### src/rtl/rst_seq.sv
// Reset sequencer: qualifies N clock-lock inputs, stretches, then releases
// N_DOMAINS synchronous active-high resets in index order, re-asserting on lock loss or soft reset.
module rst_seq #(
    parameter int N_LOCKS   = 2,
    parameter int N_DOMAINS = 3,
    parameter int LOCK_FILT = 4,
    parameter int STRETCH   = 16,
    parameter int STAGGER   = 8,
    parameter int CNT_W     = 16
) (
    input  logic                 wb_clk_o,
    input  logic                 async_rst_o,
    input  logic [N_LOCKS-1:0]   lock_i,
    input  logic                 soft_rst_i,
    output logic [N_DOMAINS-1:0] rst_o,
    output logic                 ready_o,
    output logic [2:0]           state_o,
    output logic [7:0]           relock_cnt_o
);

    localparam int IDX_W = (N_DOMAINS > 1) ? $clog2(N_DOMAINS) : 1;

    typedef enum logic [2:0] {
        S_WAIT_LOCK = 3'd1,
        S_STRETCH   = 3'd2,
        S_RELEASE   = 3'd3,
        S_RUN       = 3'd4
    } state_t;

    state_t               state_q, state_n;
    logic [CNT_W-1:0]     cnt_q, cnt_n;
    logic [IDX_W-1:0]     idx_q, idx_n;
    logic [N_DOMAINS-1:0] rst_q, rst_n;
    logic                 rdy_q, rdy_n;
    logic [7:0]           rel_q, rel_n;
    logic [N_LOCKS-1:0]   sync1_q, sync2_q;
    logic                 all_locked;

    assign all_locked = &sync2_q;

    always_comb begin
        state_n = state_q;
        cnt_n   = cnt_q;
        idx_n   = idx_q;
        rst_n   = rst_q;
        rdy_n   = rdy_q;
        rel_n   = rel_q;
        case (state_q)
            S_WAIT_LOCK: begin
                rst_n = '1;
                rdy_n = 1'b0;
                idx_n = '0;
                if (!all_locked) begin
                    cnt_n = '0;
                end else if (cnt_q == CNT_W'(LOCK_FILT - 1)) begin
                    state_n = S_STRETCH;
                    cnt_n   = '0;
                end else begin
                    cnt_n = cnt_q + CNT_W'(1);
                end
            end
            S_STRETCH, S_RELEASE, S_RUN: begin
                // Lock loss outranks a soft request and is the only event that is counted
                if (!all_locked) begin
                    state_n = S_WAIT_LOCK;
                    rst_n   = '1;
                    rdy_n   = 1'b0;
                    cnt_n   = '0;
                    idx_n   = '0;
                    if (rel_q != 8'hFF) rel_n = rel_q + 8'd1;
                end else if (soft_rst_i) begin
                    state_n = S_STRETCH;
                    rst_n   = '1;
                    rdy_n   = 1'b0;
                    cnt_n   = '0;
                    idx_n   = '0;
                end else if (state_q == S_STRETCH) begin
                    if (cnt_q == CNT_W'(STRETCH - 1)) begin
                        cnt_n    = '0;
                        rst_n[0] = 1'b0;
                        if (N_DOMAINS == 1) begin
                            state_n = S_RUN;
                            rdy_n   = 1'b1;
                        end else begin
                            state_n = S_RELEASE;
                            idx_n   = IDX_W'(1);
                        end
                    end else begin
                        cnt_n = cnt_q + CNT_W'(1);
                    end
                end else if (state_q == S_RELEASE) begin
                    if (cnt_q == CNT_W'(STAGGER - 1)) begin
                        cnt_n = '0;
                        for (int k = 0; k < N_DOMAINS; k++)
                            if (k == int'(idx_q)) rst_n[k] = 1'b0;
                        if (idx_q == IDX_W'(N_DOMAINS - 1)) begin
                            state_n = S_RUN;
                            rdy_n   = 1'b1;
                        end else begin
                            idx_n = idx_q + IDX_W'(1);
                        end
                    end else begin
                        cnt_n = cnt_q + CNT_W'(1);
                    end
                end
            end
            default: begin
                state_n = S_WAIT_LOCK;
                rst_n   = '1;
                rdy_n   = 1'b0;
                cnt_n   = '0;
                idx_n   = '0;
            end
        endcase
    end

    always_ff @(posedge wb_clk_o or posedge async_rst_o) begin
        if (async_rst_o) begin
            sync1_q <= '0;
            sync2_q <= '0;
            state_q <= S_WAIT_LOCK;
            cnt_q   <= '0;
            idx_q   <= '0;
            rst_q   <= '1;
            rdy_q   <= 1'b0;
            rel_q   <= '0;
        end else begin
            sync1_q <= lock_i;
            sync2_q <= sync1_q;
            state_q <= state_n;
            cnt_q   <= cnt_n;
            idx_q   <= idx_n;
            rst_q   <= rst_n;
            rdy_q   <= rdy_n;
            rel_q   <= rel_n;
        end
    end

    assign rst_o        = rst_q;
    assign ready_o      = rdy_q;
    assign state_o      = state_q;
    assign relock_cnt_o = rel_q;

endmodule

### config.mk
export PLATFORM = sky130hd
export DESIGN_NAME = rst_seq
export DESIGN_NICKNAME = d
export VERILOG_FILES = /design/src/rtl/rst_seq.sv
export SDC_FILE = /design/constraint.sdc
export NUM_CORES = 1
export LEC_CHECK = 0
export BUFFER_PORTS_ARGS = -buffer_cell sky130_fd_sc_hd__buf_2
export CAP_MARGIN = 10
export CORE_UTILIZATION = 30
export DETAILED_ROUTE_END_ITERATION = 10
export SLEW_MARGIN = 20
export SYNTH_ARGS = -nofsm -noshare
export SYNTH_HDL_FRONTEND = slang
export SYNTH_SLANG_ARGS = --single-unit
### constraint.sdc
create_clock -name wb_clk_o -period 1.9 [get_ports wb_clk_o]
set_input_delay 0.095 -clock wb_clk_o [delete_from_list [all_inputs] [get_ports wb_clk_o]]
set_output_delay 0.095 -clock wb_clk_o [all_outputs]
set_load 0.02 [all_outputs]
-- Word level (Yosys, flattened, before mapping)
Cells that the tools add are included.
- output and inout port bits: 15
- bits in latches: 0
- logic and storage cells: 94
- memory bits (writable): 0
- memory bits (read-only): 0
- bits in registers: 37
- memories: 0
- bits of input ports: 5
- $add $sub $neg: 3
- equal/unequal tests: 25
- shift operators: 0
- multiply operators: 0
- order comparisons: 0
- multiplexer cells: 45
- reductions and logical operators: 10
- div/mod/pow operators: 0
- bitwise operators: 1
- operators by type and width (operator ; number):
    $mux 16 ; 8
    $mux 3 ; 14
    $pmux 16 s2 ; 1
    $ne 5x5->1 const B ; 6
    $ne 4x4->1 const B ; 6
    $reduce_and 4->1 ; 5
    $mux 2 ; 9
    $add 16x1->16 const B ; 1
    $eq 16x2->1 const B ; 1
    $eq 16x3->1 const B ; 1
    $eq 16x4->1 const B ; 1
    $mux 1 ; 12
    $add 8x1->8 const B ; 1
    $ne 8x8->1 const B ; 1
    $eq 3x2->1 const B ; 2
    $pmux 3 s2 ; 1
    $reduce_and 6->1 ; 1
    $eq 2x2->1 const A ; 2
    $ne 2x2->1 const B ; 2
    $eq 3x1->1 const B ; 1
    $eq 3x3->1 const B ; 1
    $reduce_and 3->1 ; 1
    $reduce_or 3->1 ; 1
    $add 2x1->2 const B ; 1
    other kinds (4) ; 4

-- Depth between registers and ports, before layout
- word-level depth: 8
- depth in mapped cells: 7

-- Worst setup path after synthesis
OpenSTA, ideal clock, no wires.
- path type: register -> register
- start point: reg state_q[2], in the netlist state_o[2]
- end point: reg state_q[1], in the netlist state_o[1]
- arrival: 1.933 ns
- slack: -0.158 ns
- path buffers: 0
- stages on the path, launching flop included: 6
- data required time: 1.775 ns
- library setup time: 0.125 ns
- cells stage by stage: dfrtp_1 -> nor3b_1 -> nand2_1 -> o221a_4 -> and3b_4 -> mux2_4
- longest elaborated chain between the ends: 5
- elaborated cells on any way between the ends: 16
- those cells by class: 10 x eq/ne; 4 x mux; 2 x reduce/logical
- RTL lines (what ; line ; text):
    from (decl) ; 30 ; state_t state_q, state_n;
    from (signal assigned) ; 130 ; state_q <= state_n;
    $eq 3x2->1 ; 48, 77 ;
    $mux 3 ; 77 ; end else if (state_q == S_STRETCH) begin
    $mux 3 ; 71 ; end else if (soft_rst_i) begin
    $mux 3 ; 64 ; if (!all_locked) begin
    $pmux 3 s2 ; 48 ; case (state_q)
Parallel ways exist; a longest one is shown, timed or not.
A chain may end at the register's enable or synchronous reset.

-- Worst setup path after layout
- start point: reg state_q[1], in the netlist state_o[1]
- end point: reg state_q[1], in the netlist state_o[1]
The elaborated chain is that of the path after synthesis.

==> metrics.cfg <==
[timing]
post-route-period-util_pct=99.7
finalCriticalPeriod_ps=1890
tightestPinTransition_ps=470
fmax_mhz=528
setup-tns-final_ps=0
hold_violations=0
timing.hold.ws_ps=265
relSlewSlack_pct=68.7
rsz0062_at_grt=yes
clock-skew-final_ps=8.27
finalSetupViolations=0
slew_viol_final=0

[synthesis]
synth_top_flop_cell=dfrtp_1
synth_nets=208
yosysSeqAreaShare_pct=47.5
ys_types=41
synth_area_um2=1960
synth_async_sr_flop_share_pct=100
ys_warn_count=0
synth_edf_count=0
synth_cells=197
ys_ff_latch=37
avgSynthCellArea_um2=9.95

[routing]
drt_iter0_drc=66
num_vias=1626
drt-vias-per-instance=4.80
routedWlPerCell_um=12.4
drc=0
drt_wl_total_um=4200
ant_nets=0
first_pass_iters=4

[placed_design]
gp_congestion=0.770
portBuffers=19
dp.cells=324
hpwl_um=3110

[critical_path]
endpoint_kind=flop
r2r_cells=5
arrival_ps=2070
worst_setup_path_start_kind=flop
crit_family=simple AND/OR/NAND/NOR gates
cp.depth=5
worstPathMaxFanout=4
cp_num_buf_inv=0
critPathMaxStageDelay_ps=430
critical_path.cell_chain=or3b_4 -> a21o_1 -> o221a_4 -> and3b_4 -> mux2_4
critPathSlowestCell=or3b_4
cp.required_ps=2070
criticalPathCategory=flop to flop

[power_and_ir_drop]
comb_power_share_pct=36.6
intPower_uw=1600
vdd_ir_drop_max_uv=602
swShare_pct=35.9
seq_power_share_pct=41.0
p_sw_uw=893
p_per_area_nw_per_um2=964
pwr-share-clk_pct=22.4
p_total_uw=2490
p_leak_uw=0.00112

[worst_hold_path]
worstHoldPathType=input port to flop
hold_depth=4

[die]
die_area_um2=6860
core-area_um2=6310
die_w_um=82.8
pin_count=20
initial_utilization_pct=31.1
fp-row-count=29
die_h_um=82.8

[grt]
antenna_found_initial=0
grt_max_degree=38
grt_overflow=0
grt_pass1_wl_um=7290
grt_pass1_vias=1559
grt_util_all_layers_pct=13.0

[clock_network]
cts_tree=done
cts_buffers=5
cts-root-buf=clkbuf_8
cts_sinks=37
clkTransAtPathRegs_ps=80
h-tree-depth=2
clkLatencyLatePin_ps=290
cts_buffer_depth=2

[finish]
area_growth_pct=31.8
utilization_pct=40.9
most-common-layout-cells=buf_4, dfrtp_1, nor2_1
final_cells=339
diodes=0
layout.nets=272
drive_above_1_share_pct=32.4
layout_commonest_cell=buf_4
fillers=649

[outcome]
run_status=complete, no violations

[flow_run]
max-cap-violations=0

per-layer routing:
layer,wire length [um],share of wire (%),GRT usage (%)
met3,118,2.8,3.38
met4,59,1.4,4.39
met5,0,0,0
met1,2050,49,16.8
met2,1970,47,21.3
power groups by stage:
stage                     Clock, uW  Combinational [uW]  Sequential [uW]
final                           559                 910             1020
after global routing            612                 991             1040
after CTS                       580                 882             1020
after detailed placement          0                 873             1040
after global placement            0                 864             1030
after floorplan                   0                 444             1130
kinds of logic after synthesis:
group / after synthesis / share of synthesized area [%]
mux: 2 / 1.34
simple gates: 91 / 25.0
compound gates: 33 / 12.0
xor+xnor: 19 / 8.49
flops: 37 / 47.5
fa+ha+maj: 6 / 3.83
buf+inv: 9 / 1.85
metrics by stage:
step | worst slack, ps | cell area [um2]
finish | 5.97 | 2580
global route | -26.2 | 2580
CTS | 6.73 | 2540
detailed placement | -14.8 | 2410
global placement | 28.6 | 2410
floorplan | -64.6 | 1990
synthesized netlist by cell type (4+ instances only):
| master | number | area (um2) |
|---|---|---|
| nor3b_1 | 5 | 37.5 |
| inv_1 | 6 | 22.5 |
| dfstp_2 | 4 | 105 |
| dfrtp_1 | 33 | 826 |
| and4_1 | 5 | 43.8 |
| a21o_1 | 4 | 30.0 |
| nor2_1 | 25 | 93.8 |
| nand2_1 | 18 | 67.6 |
| o21ai_0 | 8 | 40.0 |
| a21oi_1 | 7 | 35.0 |
| nor3_1 | 5 | 25.0 |
| nand3_1 | 5 | 25.0 |
| xor2_1 | 4 | 35.0 |
| ha_1 | 6 | 75.1 |
| nand4_1 | 7 | 43.8 |
| xnor2_1 | 15 | 131 |
flip-flops by register name (all words and copies together), names as in the netlist:
name,flops
cnt_q,16
idx_q,2
ready_o,1
relock_cnt_o,8
rst_o,3
state_o,3
sync1_q,2
sync2_q,2
path summary, 6_finish.rpt:
path	start	endpoint	slack (ps)
worst min register to register	sync1_q[0]	sync2_q[0]	360
worst max register to register	state_o[1]	state_o[1]	6
worst max-delay path	state_o[1]	state_o[1]	6
min in group asynchronous	async_rst_o	sync1_q[0]	450
worst min-delay path	soft_rst_i	state_o[0]	270
max in group asynchronous	async_rst_o	rst_o[2]	1080
tightest hold or removal path, stage by stage:
cell      delay (ps)
buf_2            120
nand3b_1          80
nor3_1           180
a211oi_2          70
area by class of cell:
cell class	count	area, um2	area share [%]
multi-input combinational	151	1030	39.9
sequential	37	933	36.1
timing repair buffer	60	410	15.9
tap	77	96.3	3.73
clock buffer	5	68.8	2.66
inverter	6	22.5	0.872
clock inverter	3	21.3	0.823
what timing repair did:
action	in CTS	in global routing
setup endpoints to repair	1	23
pin swaps	0	9
hold buffers	3	0
setup buffers	0	4
gates resized for setup	1	7
hold endpoints to repair	35	0
Note: power is estimated with default switching activity, not from simulation.
